<file path="config.mk">
export PLATFORM = sky130hd
export DESIGN_NAME = battleship_game_ctrl
export DESIGN_NICKNAME = d
export VERILOG_FILES = /design/src/rtl/battleship_pkg.sv /design/src/rtl/btn_edge.sv /design/src/rtl/battleship_game_ctrl.sv
export SDC_FILE = /design/constraint.sdc
export NUM_CORES = 1
export LEC_CHECK = 0
export ABC_AREA = 1
export BUFFER_PORTS_ARGS = -buffer_cell sky130_fd_sc_hd__buf_2
export CAP_MARGIN = 40
export CORE_ASPECT_RATIO = 0.8
export CORE_MARGIN = 2
export CORE_UTILIZATION = 30
export DETAILED_ROUTE_END_ITERATION = 8
export HOLD_SLACK_MARGIN = 0.06
export SLEW_MARGIN = 0
export SYNTH_ARGS = -nofsm -noshare
export SYNTH_HDL_FRONTEND = slang
export SYNTH_HIERARCHICAL = 1
export SYNTH_SLANG_ARGS = --single-unit
</file>
<file path="constraint.sdc">
create_clock -name clk -period 2.2 [get_ports clk]
set_input_delay 0.11 -clock clk [delete_from_list [all_inputs] [get_ports clk]]
set_output_delay 0.11 -clock clk [all_outputs]
set_load 0.05 [all_outputs]
</file>
<file path="src/rtl/battleship_pkg.sv">
// Shared definitions for the battleship game sequencer: cell codes,
// one-hot game states, default grid size and button slot indices.
package battleship_pkg;

  localparam int DEF_GRID_W = 10;
  localparam int DEF_GRID_H = 10;

  localparam logic [3:0] CELL_EMPTY = 4'b0000;
  localparam logic [3:0] CELL_SHIP  = 4'b0001;
  localparam logic [3:0] CELL_MISS  = 4'b0010;
  localparam logic [3:0] CELL_HIT   = 4'b0011;

  localparam logic [4:0] GS_IDLE = 5'b00001;
  localparam logic [4:0] GS_AIM  = 5'b00010;
  localparam logic [4:0] GS_FIRE = 5'b00100;
  localparam logic [4:0] GS_WIN  = 5'b01000;
  localparam logic [4:0] GS_LOSE = 5'b10000;

  typedef enum logic [4:0] {
    ST_IDLE = GS_IDLE,
    ST_AIM  = GS_AIM,
    ST_FIRE = GS_FIRE,
    ST_WIN  = GS_WIN,
    ST_LOSE = GS_LOSE
  } state_e;

  // Bit positions of each button inside the edge-detector vector.
  localparam int B_START  = 0;
  localparam int B_RESET  = 1;
  localparam int B_UP     = 2;
  localparam int B_DOWN   = 3;
  localparam int B_LEFT   = 4;
  localparam int B_RIGHT  = 5;
  localparam int B_SELECT = 6;
  localparam int NUM_BTN  = 7;

  // A cell that was already shot at (repeat shot, nothing to update).
  function automatic logic cell_already_shot(input logic [3:0] code);
    return (code == CELL_MISS) || (code == CELL_HIT);
  endfunction

endpackage

</file>
<file path="src/rtl/btn_edge.sv">
// Registered rising-edge detector for one debounced button level.
module btn_edge (
  input  logic clk,
  input  logic reset,
  input  logic btn_i,
  output logic rise_o
);

  logic prev_q;

  // Remember last cycle's level so only 0->1 transitions register.
  always_ff @(posedge clk or posedge reset) begin
    if (reset) prev_q <= 1'b0;
    else       prev_q <= btn_i;
  end

  assign rise_o = btn_i & ~prev_q;

endmodule

</file>
<file path="src/rtl/battleship_game_ctrl.sv">
// Battleship game sequencer: cursor movement, shot read/modify/write
// handshake with the board store, and turn / ship-cell bookkeeping.
module battleship_game_ctrl
  import battleship_pkg::*;
#(
  parameter int GRID_W     = DEF_GRID_W,
  parameter int GRID_H     = DEF_GRID_H,
  parameter int MAX_TURNS  = 50,
  parameter int SHIP_CELLS = 17
) (
  input  logic       clk,
  input  logic       reset,
  input  logic       start_btn,
  input  logic       reset_btn,
  input  logic       btn_up,
  input  logic       btn_down,
  input  logic       btn_left,
  input  logic       btn_right,
  input  logic       btn_select,
  output logic [6:0] brd_addr,
  output logic       brd_rd_req,
  input  logic       brd_rd_ack,
  input  logic [3:0] brd_rd_data,
  output logic       brd_wr_en,
  output logic [3:0] brd_wr_data,
  output logic       brd_init,
  output logic [6:0] selected_cell,
  output logic [7:0] turns_remaining,
  output logic [6:0] ships_remaining,
  output logic [4:0] game_state,
  output logic       shot_select,
  output logic       hit_detected
);

  localparam int ROW_W = (GRID_H > 1) ? $clog2(GRID_H) : 1;
  localparam int COL_W = (GRID_W > 1) ? $clog2(GRID_W) : 1;
  localparam logic [ROW_W-1:0] ROW_LAST = ROW_W'(GRID_H - 1);
  localparam logic [COL_W-1:0] COL_LAST = COL_W'(GRID_W - 1);
  localparam logic [7:0] TURNS_INIT = 8'(MAX_TURNS);
  localparam logic [6:0] SHIPS_INIT = 7'(SHIP_CELLS);

  logic [NUM_BTN-1:0] btn_lvl, btn_rise;

  assign btn_lvl[B_START]  = start_btn;
  assign btn_lvl[B_RESET]  = reset_btn;
  assign btn_lvl[B_UP]     = btn_up;
  assign btn_lvl[B_DOWN]   = btn_down;
  assign btn_lvl[B_LEFT]   = btn_left;
  assign btn_lvl[B_RIGHT]  = btn_right;
  assign btn_lvl[B_SELECT] = btn_select;

  for (genvar i = 0; i < NUM_BTN; i++) begin : g_edge
    btn_edge u_edge (
      .clk   (clk),
      .reset (reset),
      .btn_i (btn_lvl[i]),
      .rise_o(btn_rise[i])
    );
  end

  state_e           state_q, state_d;
  logic [ROW_W-1:0] row_q, row_d;
  logic [COL_W-1:0] col_q, col_d;
  logic [7:0]       turns_q, turns_d;
  logic [6:0]       ships_q, ships_d;
  logic [6:0]       addr_q, addr_d;
  logic [3:0]       wr_data_q, wr_data_d;
  logic             rd_req_q, rd_req_d;
  logic             wr_en_q, wr_en_d;
  logic             init_q, init_d;
  logic             shot_q, shot_d;
  logic             hit_q, hit_d;

  logic [6:0] cursor_idx;
  logic [7:0] turns_dec;
  logic [6:0] ships_dec;

  assign cursor_idx = 7'(row_q) * 7'(GRID_W) + 7'(col_q);
  // Saturating decrements: counters stop at zero.
  assign turns_dec  = (turns_q != 8'd0) ? turns_q - 8'd1 : turns_q;
  assign ships_dec  = (ships_q != 7'd0) ? ships_q - 7'd1 : ships_q;

  // Next-state, cursor, counter and strobe logic for the game FSM.
  always_comb begin
    state_d   = state_q;
    row_d     = row_q;
    col_d     = col_q;
    turns_d   = turns_q;
    ships_d   = ships_q;
    addr_d    = addr_q;
    wr_data_d = wr_data_q;
    rd_req_d  = rd_req_q;
    wr_en_d   = 1'b0;
    init_d    = 1'b0;
    shot_d    = 1'b0;
    hit_d     = 1'b0;

    if (btn_rise[B_RESET]) begin
      // Abandons any in-flight read; a late ack lands in IDLE and is ignored.
      state_d  = ST_IDLE;
      row_d    = '0;
      col_d    = '0;
      turns_d  = '0;
      ships_d  = '0;
      rd_req_d = 1'b0;
    end else begin
      unique case (state_q)
        ST_IDLE, ST_WIN, ST_LOSE: begin
          if (btn_rise[B_START]) begin
            state_d = ST_AIM;
            init_d  = 1'b1;
            turns_d = TURNS_INIT;
            ships_d = SHIPS_INIT;
            row_d   = '0;
            col_d   = '0;
          end
        end
        ST_AIM: begin
          if (btn_rise[B_SELECT]) begin
            state_d  = ST_FIRE;
            shot_d   = 1'b1;
            rd_req_d = 1'b1;
            addr_d   = cursor_idx;
          end else if (btn_rise[B_UP]) begin
            if (row_q != '0) row_d = row_q - 1'b1;
          end else if (btn_rise[B_DOWN]) begin
            if (row_q < ROW_LAST) row_d = row_q + 1'b1;
          end else if (btn_rise[B_LEFT]) begin
            if (col_q != '0) col_d = col_q - 1'b1;
          end else if (btn_rise[B_RIGHT]) begin
            if (col_q < COL_LAST) col_d = col_q + 1'b1;
          end
        end
        ST_FIRE: begin
          if (brd_rd_ack) begin
            rd_req_d = 1'b0;
            if (cell_already_shot(brd_rd_data)) begin
              state_d = ST_AIM;
            end else begin
              wr_en_d = 1'b1;
              turns_d = turns_dec;
              if (brd_rd_data == CELL_SHIP) begin
                wr_data_d = CELL_HIT;
                hit_d     = 1'b1;
                ships_d   = ships_dec;
              end else begin
                wr_data_d = CELL_MISS;
              end
              // Sinking the last cell wins even on the final turn.
              if (ships_d == 7'd0)      state_d = ST_WIN;
              else if (turns_d == 8'd0) state_d = ST_LOSE;
              else                      state_d = ST_AIM;
            end
          end
        end
        default: state_d = ST_IDLE;
      endcase
    end
  end

  // State, cursor, counters and board-interface registers.
  always_ff @(posedge clk or posedge reset) begin
    if (reset) begin
      state_q   <= ST_IDLE;
      row_q     <= '0;
      col_q     <= '0;
      turns_q   <= '0;
      ships_q   <= '0;
      addr_q    <= '0;
      wr_data_q <= '0;
      rd_req_q  <= 1'b0;
      wr_en_q   <= 1'b0;
      init_q    <= 1'b0;
      shot_q    <= 1'b0;
      hit_q     <= 1'b0;
    end else begin
      state_q   <= state_d;
      row_q     <= row_d;
      col_q     <= col_d;
      turns_q   <= turns_d;
      ships_q   <= ships_d;
      addr_q    <= addr_d;
      wr_data_q <= wr_data_d;
      rd_req_q  <= rd_req_d;
      wr_en_q   <= wr_en_d;
      init_q    <= init_d;
      shot_q    <= shot_d;
      hit_q     <= hit_d;
    end
  end

  assign brd_addr        = addr_q;
  assign brd_rd_req      = rd_req_q;
  assign brd_wr_en       = wr_en_q;
  assign brd_wr_data     = wr_data_q;
  assign brd_init        = init_q;
  assign selected_cell   = cursor_idx;
  assign turns_remaining = turns_q;
  assign ships_remaining = ships_q;
  assign game_state      = state_q;
  assign shot_select     = shot_q;
  assign hit_detected    = hit_q;

endmodule
</file>
**After elaboration in Yosys (flattened, before gate mapping)**

Cells that the tools add are included.

- Word-level logic and storage cells: 146
- Input bits: 14
- Register bits after elaboration: 51
- Output and inout port bits: 43

- $mul: 1
- $add $sub $neg: 7
- Magnitude comparators: 2
- Reductions and logical operators: 18
- Bitwise operators: 16
- Eq/ne operators: 21
- Muxes and demuxes: 62

Operators by type and width:

| operator | count |
|---|---|
| $mux 7 | 10 |
| $mux 4 | 15 |
| $mux 8 | 5 |
| $mux 5 | 7 |
| $mux 1 | 19 |
| $pmux 4 s2 | 2 |
| $pmux 8 s2 | 1 |
| $pmux 5 s3 | 1 |
| $pmux 7 s2 | 1 |
| $ne 3x3->1 const B | 3 |
| $not 1->1 | 9 |
| $reduce_and 3->1 | 3 |
| $reduce_bool 3->1 | 3 |
| $add 4x1->4 const B | 2 |
| $eq 4x2->1 const B | 2 |
| $logic_not 8->1 | 1 |
| $lt 4x4->1 const B | 2 |
| $ne 4x1->1 const B | 2 |
| $ne 4x2->1 const B | 2 |
| $ne 4x4->1 const B | 2 |
| $reduce_and 4->1 | 2 |
| $reduce_and 8->1 | 1 |
| $reduce_bool 4->1 | 2 |
| $reduce_bool 8->1 | 1 |
| 20 further kinds | 29 |

**Longest topological paths before layout**

Gate-level depths: netlist of the first run.

- Depth in word-level cells: 13
- Depth in mapped cells: 16
- Mapped depth without buffers: 16

**Modules after synthesis**

Netlist of the first run, hierarchy kept.

By module, submodules not included:

| module | seq. area each (um^2) | cells an instance | area each (um^2) | times used |
|---|---|---|---|---|
| battleship_game_ctrl | 1052.3 | 359 | 2992.9 | 1 |
| btn_edge | 25.0 | 4 | 38.8 | 7 |

**Worst setup path after synthesis of the first run**

OpenSTA, ideal clock, no wires.

- Kind: register to register
- Start: register row_q[1]
- End: register addr_q[6] (netlist: brd_addr[6])
- Path buffers: 0
- Setup time: 69 ps
- Clock period less this slack: 2576 ps
- Arrival time: 2507 ps
- Required time: 2131 ps
- Stages on the path, launching flop included: 8
- Path slack: -376 ps
- Path through: dfrtp_1 > ha_1 > ha_1 > fa_1 > nand3_1 > xor2_1 > nand2_1 > nand2_1

- Word-level cells in the longest chain between the ends: 2

RTL lines:

| element | line | RTL |
|---|---|---|
| start: declaration | battleship_game_ctrl.sv:62 | `logic [ROW_W-1:0] row_q, row_d;` |
| start signal: assignment | battleship_game_ctrl.sv:178 | `row_q <= row_d;` |
| $mul 4x3->6 | battleship_game_ctrl.sv:78 | `assign cursor_idx = 7'(row_q) * 7'(GRID_W) + 7'(col_q);` |
| $add 7x4->7 | battleship_game_ctrl.sv:78 |  |
| net selected_cell[6] | battleship_game_ctrl.sv:27 | `output logic [6:0] selected_cell,` |
| end signal: assignment | battleship_game_ctrl.sv:182 | `addr_q <= addr_d;` |
| end: declaration | battleship_game_ctrl.sv:66 | `logic [6:0] addr_q, addr_d;` |

The timed path passes the listed nets, and every way through them passes these cells.
A chain may end at the register's enable or synchronous reset.

**Worst setup path in the final report of the first run**

- Start: register row_q[1]
- End: output selected_cell[5]

- Word-level cells in the longest chain between the ends: 2

RTL lines:

| element | line |
|---|---|
| $mul 4x3->6 | battleship_game_ctrl.sv:78 |
| $add 7x4->7 | battleship_game_ctrl.sv:78 |
| end: declaration | battleship_game_ctrl.sv:27 |

Every way passes these cells.

==> out/metrics.cfg, run 1 <==
[critical_path]
endpoint_kind=output pin
crit_type=register to output pin
cp.arrival_ns=2.17
crit_fanout=2
cp_cell_sequence=ha_1 > ha_2 > fa_2 > buf_6 > xor2_2 > buf_6
cpMostUsedCell=buf_6
critical_path_buf_inv_count=2
startpoint_type=register
cpLargestDelayFamily=adder cells
critPathRequiredTime_ns=2.09
critical-path-max-stage-delay_ns=0.57
slowest_stage=fa_2

[placed_design]
gp_congestion=0.8419
dp_hpwl_mm=5.718
placed_cell_area_um2=3764
place_ws_ns=-0.04674
dp.cells=588
portBuffers=54

[sta]
rsz0062_at_grt=yes
layout_setup_ws_ns=-0.07564
finalCriticalPeriod_ns=2.276
fmax_ghz=0.4394
worst_hold_slack_ns=0.1390
finClkSkew_ns=0.007820
fin_crit_sh=1.034
fin_setup_tns_ns=-0.1450
slew_headroom=0.6403
slew_viol_final=0
finalSetupViolations=2
hold_viol_final=0
worstMarginPinSlew_ns=0.5389

[die]
die_w_um=120.6
io_pins=57
start_util=0.3045
die_h_um=97.30
die-area_um2=11740
coreArea_um2=10720
rows=34

[layout]
stdcell_area_um2=4066
fill_cells=1101
final_util=0.3793
area_growth_pct=24.57
num_antenna_cells=0
seq_area_um2=1227
drive_gt1_frac=0.3152
multi_input_area_um2=1745
final_cells=604
layout.nets=490

[global_route]
track_usage=0.1316
grt_pass1_vias=2688
grt_pass1_wl_mm=12.53
grt_max_degree=32
grt-ovfl-total=0
antenna_found_initial=0

[cts]
cts_tree=done
clk-insertion-delay-late_ns=0.29
path_clk_slew_ns=0.07
cts-buffers-inserted=5
htreeDepth=2
cts.sinks=49
post_cts_buffers=0
clk_path_buf_depth=2
cts-root-buf=clkbuf_16

[detailed_routing]
vias_per_cell=4.450
final_antenna_net_count=0
drc=0
wl_mm=7.301
drt_iter0_drc=142
avgRoutedWirePerCell_um=12.09
vias=2688
first_pass_iters=5

[pwr]
powerDensity_nw_per_um2=1149
worst_ir_drop_vdd_mv=0.4276
power_mw=4.672
p_leak_nw=2.090

[synth]
synthCells=387
postSynthAreaPerCell_um2=8.435
yosysMostFrequentCell=nand2_1
synth_edf_count=0
ys.flop_type=dfrtp_1
ys_seq_area_frac=0.3760
synth_top_area_share=0.3680
yosys_warnings=6
synth_area_um2=3264
synth_cell_types=44
synth_area_leader_cell=dfrtp_1
synthTopCellsByArea=dfrtp_1, nand2_1, inv_1, ha_1, nor2_1
synth-seq-cells=49
synth_common_cells=nand2_1, inv_1, dfrtp_1, nor2_1, nand3_1
synthArstFlopShare=1.000

[status]
outcome=complete, but fails checks
violations=setup timing

[job]
max-cap-violations=0

[worst_hold_path]
min_path_type=input port to register

-- worst min-delay path, delay by kind of cell --
kind / cells / cell delay (ns)
buffers and inverters: 2 / 0.18
and+or+nand+nor: 2 / 0.10
-- flip-flops by register name (all words and copies together), names as in the netlist --
register	cells
turns_remaining	8
brd_addr	7
g_edge.u_edge/prev_q	7
ships_remaining	7
game_state	5
col_q	4
row_q	4
brd_wr_data	2
brd_init	1
brd_rd_req	1
brd_wr_en	1
hit_detected	1
shot_select	1
-- power breakdown --
part / switching (mW) / internal [mW] / total (mW)
Sequential: 0.147 / 1.07 / 1.22
Clock: 0.325 / 0.568 / 0.894
Combinational: 1.78 / 0.780 / 2.56
Total: 2.25 / 2.42 / 4.67
-- layout by cell type, fill, tap and decap left out, types with 6 or more instances in the layout --
cell and count:
inv_2 8, o21ai_0 12, nand2_1 80, o21ai_1 6
a21oi_1 8, nand2_2 6, inv_1 60, dlygate4sd3_1 8
nor2_1 32, nor2_4 7, nand3_1 20, buf_2 51
buf_4 6, ha_1 11, o21ai_2 7, nor2_2 12
o22ai_2 9, dfrtp_1 48
-- per-layer routing --
metal	part of all wire	vias to the layer above	global-route usage
met1	0.50	1260	0.1927
met4	0.018	0	0.04293
met2	0.44	50	0.1973
met3	0.037	8	0.02113
li1	-	1370	-
met5	0	-	0
-- what timing repair did --
| item | CTS | global route |
|---|---|---|
| pin swaps | 6 | 4 |
| resized for setup | 9 | 6 |
| hold endpoints to repair | 25 | 0 |
| setup endpoints to repair | 2 | 3 |
| hold buffers | 8 | 0 |
| cloned | 0 | 0 |
-- final timing paths --
path / slack (ns) / endpoint / depth (start not counted) / start
worst max-delay path: -0.08 / selected_cell[5] / 6 / row_q[1]
worst min-delay path: 0.14 / game_state[2] / 4 / brd_rd_ack
worst max register to register: 0.28 / game_state[1] / 15 / turns_remaining[1]
worst min register to register: 0.47 / brd_addr[1] / 2 / brd_addr[1]
max in group asynchronous: 1.10 / game_state[0] / 4 / reset
min in group asynchronous: 0.26 / g_edge[0].u_edge/prev_q / 3 / reset
-- layout make-up --
cell class | instances | share of cell area
multi-input combinational | 261 | 0.4292
tap | 144 | 0.04431
clock buffer | 7 | 0.03508
sequential | 49 | 0.3018
inverter | 71 | 0.06769
clock inverter | 1 | 0.007385
timing repair buffer | 71 | 0.1145
-- cells by family (layout without fill, tap and decap cells) --
logic type | count (synthesis) | in the layout | synth area share
simple gates | 175 | 175 | 0.2733
buf+inv | 78 | 150 | 0.1115
compound gates | 59 | 59 | 0.1422
flops | 49 | 49 | 0.3760
fa+ha+maj | 17 | 17 | 0.07436
xor+xnor | 8 | 8 | 0.02147
other cells | 1 | 2 | 0.001149
Note: power is estimated with default switching activity, not from simulation.
==> inputs of run 2 (changes only) <==
--- a/config.mk
+++ b/config.mk
@@ -13,6 +13,7 @@
 export CORE_UTILIZATION = 30
 export DETAILED_ROUTE_END_ITERATION = 8
 export HOLD_SLACK_MARGIN = 0.06
+export SETUP_SLACK_MARGIN = 0.4
 export SLEW_MARGIN = 0
 export SYNTH_ARGS = -nofsm -noshare
 export SYNTH_HDL_FRONTEND = slang
==> constraint.sdc (replaced) <==
create_clock -name clk -period 2.2 [get_ports clk]
set_input_delay 0.11 -clock clk [delete_from_list [all_inputs] [get_ports clk]]
set_output_delay 0.11 -clock clk [all_outputs]
set_load 0.1 [all_outputs]
==> run 2 against run 1 <==
Net effect:
- clock skew is 0.00066 ns lower
- utilization rose by 9.8 points
- largest power group unchanged
- critical path depth stayed put
- sequential power increased by 6%
- the run still ends with setup timing left
- maximum frequency decreased by 2.7%
- first-iteration DRC count decreased by 15%
==> out/metrics.cfg, run 2 (synthesis results as in run 1) <==
[detailed_routing]
first_pass_iters=4  ; -1
vias=2984  ; +11%
avgRoutedWirePerCell_um=13.78  ; +14%
final_antenna_net_count=0  ; unchanged
vias_per_cell=4.591  ; +3.2%
drt_iter0_drc=120  ; -15%
wl_mm=8.959  ; +23%
drc=0  ; unchanged

[layout]
layout.nets=536  ; +9.4%
area_growth_pct=56.77
fill_cells=1009  ; -8.4%
final_cell_mix=nand2_1, inv_1, buf_2
drive_gt1_frac=0.5553  ; +0.2401
layout_commonest_cell=nand2_1
num_antenna_cells=0  ; unchanged
largest_reg_flops=8  ; unchanged

[die]
start_util=0.3045  ; unchanged
die_h_um=97.30  ; unchanged
die-area_um2=11740  ; unchanged
die_w_um=120.6  ; unchanged
coreArea_um2=10720  ; unchanged
rows=34  ; unchanged
io_pins=57  ; unchanged

[sta]
slew_viol_final=0  ; unchanged
fmax_ghz=0.4275  ; -2.7%
slew_headroom=0.5360  ; -0.1043
finalCriticalPeriod_ns=2.339  ; +0.06373 ns
rsz0062_at_grt=yes
finClkSkew_ns=0.007155  ; -0.0006650 ns
finalSetupViolations=2  ; unchanged
hold_viol_final=0  ; unchanged
layout_setup_ws_ns=-0.1394  ; -0.06373 ns
worstMarginPinSlew_ns=0.6952  ; +0.1563 ns
fin_setup_tns_ns=-0.2769  ; -0.1319 ns
fin_crit_sh=1.063  ; +0.02897

[cts]
clk-insertion-delay-late_ns=0.29  ; about the same
cts-root-buf=clkbuf_16
cts-buffers-inserted=5  ; unchanged
clk_path_buf_depth=2  ; unchanged
cts_tree=done
path_clk_slew_ns=0.06  ; about the same
htreeDepth=2  ; unchanged
cts.sinks=49  ; unchanged

[worst_hold_path]
min_path_type=input port to register

[critical_path]
crit_fanout=2  ; unchanged
critPathRequiredTime_ns=2.09  ; about the same
startpoint_type=register
endpoint_kind=output pin
cp.arrival_ns=2.23  ; +0.06 ns
crit_type=register to output pin

[placed_design]
place_ws_ns=0.08726  ; +0.1340 ns
dp_hpwl_mm=5.944  ; +3.9%
gp_congestion=0.8985  ; +6.7%
portBuffers=54  ; unchanged

[pwr]
power_frac_seq=0.191  ; -0.070
pwr-share-clk=0.135  ; -0.056
worst_ir_drop_vdd_mv=0.5484  ; +28%
power_mw=6.735  ; +44%
p_leak_nw=2.398  ; +15%
p_sw_mw=3.508  ; +56%
switching_share=0.5209  ; +0.03932
powerDensity_nw_per_um2=1316  ; +15%
intPower_mw=3.226  ; +33%
comb_power_share=0.673  ; +0.126

[global_route]
grt-ovfl-total=0  ; unchanged
grt_pass1_wl_mm=14.26  ; +14%
antenna_found_initial=0  ; unchanged
grt_max_degree=22  ; -31%
grt_pass1_vias=2954  ; +9.9%
track_usage=0.1502  ; +0.01863

[status]
violations=setup timing
outcome=complete, but fails checks

[job]
max-cap-violations=0  ; unchanged

-- run 2: area by class of cell --
| cell class | instances | area, µm² | area share |
|---|---|---|---|
| clock inverters | 1 | 30.03 | 0.005868 |
| flip-flops and latches | 49 | 1276 | 0.2494 |
| multi-input cells | 261 | 2202 | 0.4303 |
| inverters | 71 | 317.8 | 0.06210 |
| well taps | 144 | 180.2 | 0.03521 |
| clock buffers | 7 | 142.6 | 0.02787 |
| repair buffers | 116 | 960.9 | 0.1878 |
| repair inverters | 1 | 7.507 | 0.001467 |
-- run 2: worst paths after layout --
| check | startpoint | to | slack [ns] | depth (start not counted) |
|---|---|---|---|---|
| worst min register to register | brd_addr[1] | brd_addr[1] | 0.47 | 2 |
| max in group asynchronous | reset | brd_addr[6] | 1.07 | 4 |
| worst max-delay path | row_q[1] | selected_cell[5] | -0.14 | 6 |
| worst max register to register | row_q[1] | brd_addr[6] | 0.24 | 7 |
| worst min-delay path | brd_rd_ack | hit_detected | 0.16 | 3 |
| min in group asynchronous | reset | g_edge[0].u_edge/prev_q | 0.26 | 3 |
-- run 2: per-layer routing --
metal / vias to the layer above / global-route usage / routed length (µm)
met5: - / 0 / 0
met4: 0 / 0.03220 / 86
met3: 7 / 0.02993 / 292
met2: 57 / 0.2416 / 4402
met1: 1450 / 0.2092 / 4177
li1: 1470 / - / -
-- run 2: worst max-delay path: stages (launching register included) --
cell and delay, ns:
dfrtp_1 0.38, ha_1 0.30, ha_2 0.18, fa_2 0.59
buf_12 0.12, xor2_4 0.17, buf_12 0.19
-- run 2: power by group through the flow --
stage               Clock (mW)  Combinational [mW]  Sequential, mW
global route             0.963                4.79            1.31
floorplan                    0                1.91            2.19
detailed placement           0                3.40            1.30
CTS                      0.934                4.08            1.29
global placement             0                3.36            1.29
finish                   0.912                4.54            1.29
-- run 2: repair_timing --
item                                    in CTS  in global routing
pin swaps                                   36                 38
buffers inserted                            31                 13
gates cloned                                 3                  0
hold endpoints to repair                    26                  0
endpoints found under the setup margin      33                 42
hold buffers                                 8                  0
resized for setup                           62                 67
-- run 2: metrics by stage --
step	cell area (µm²)	hold slack [ns]	cells	utilization
floorplan	3482	-0.1613	388	-
global placement	3974	0.01785	587	0.3707
finish	5117	0.1601	650	0.4774
global route	5117	0.1668	650	0.4774
detailed placement	3974	0.01645	587	0.3707
CTS	4738	0.1604	637	0.4420
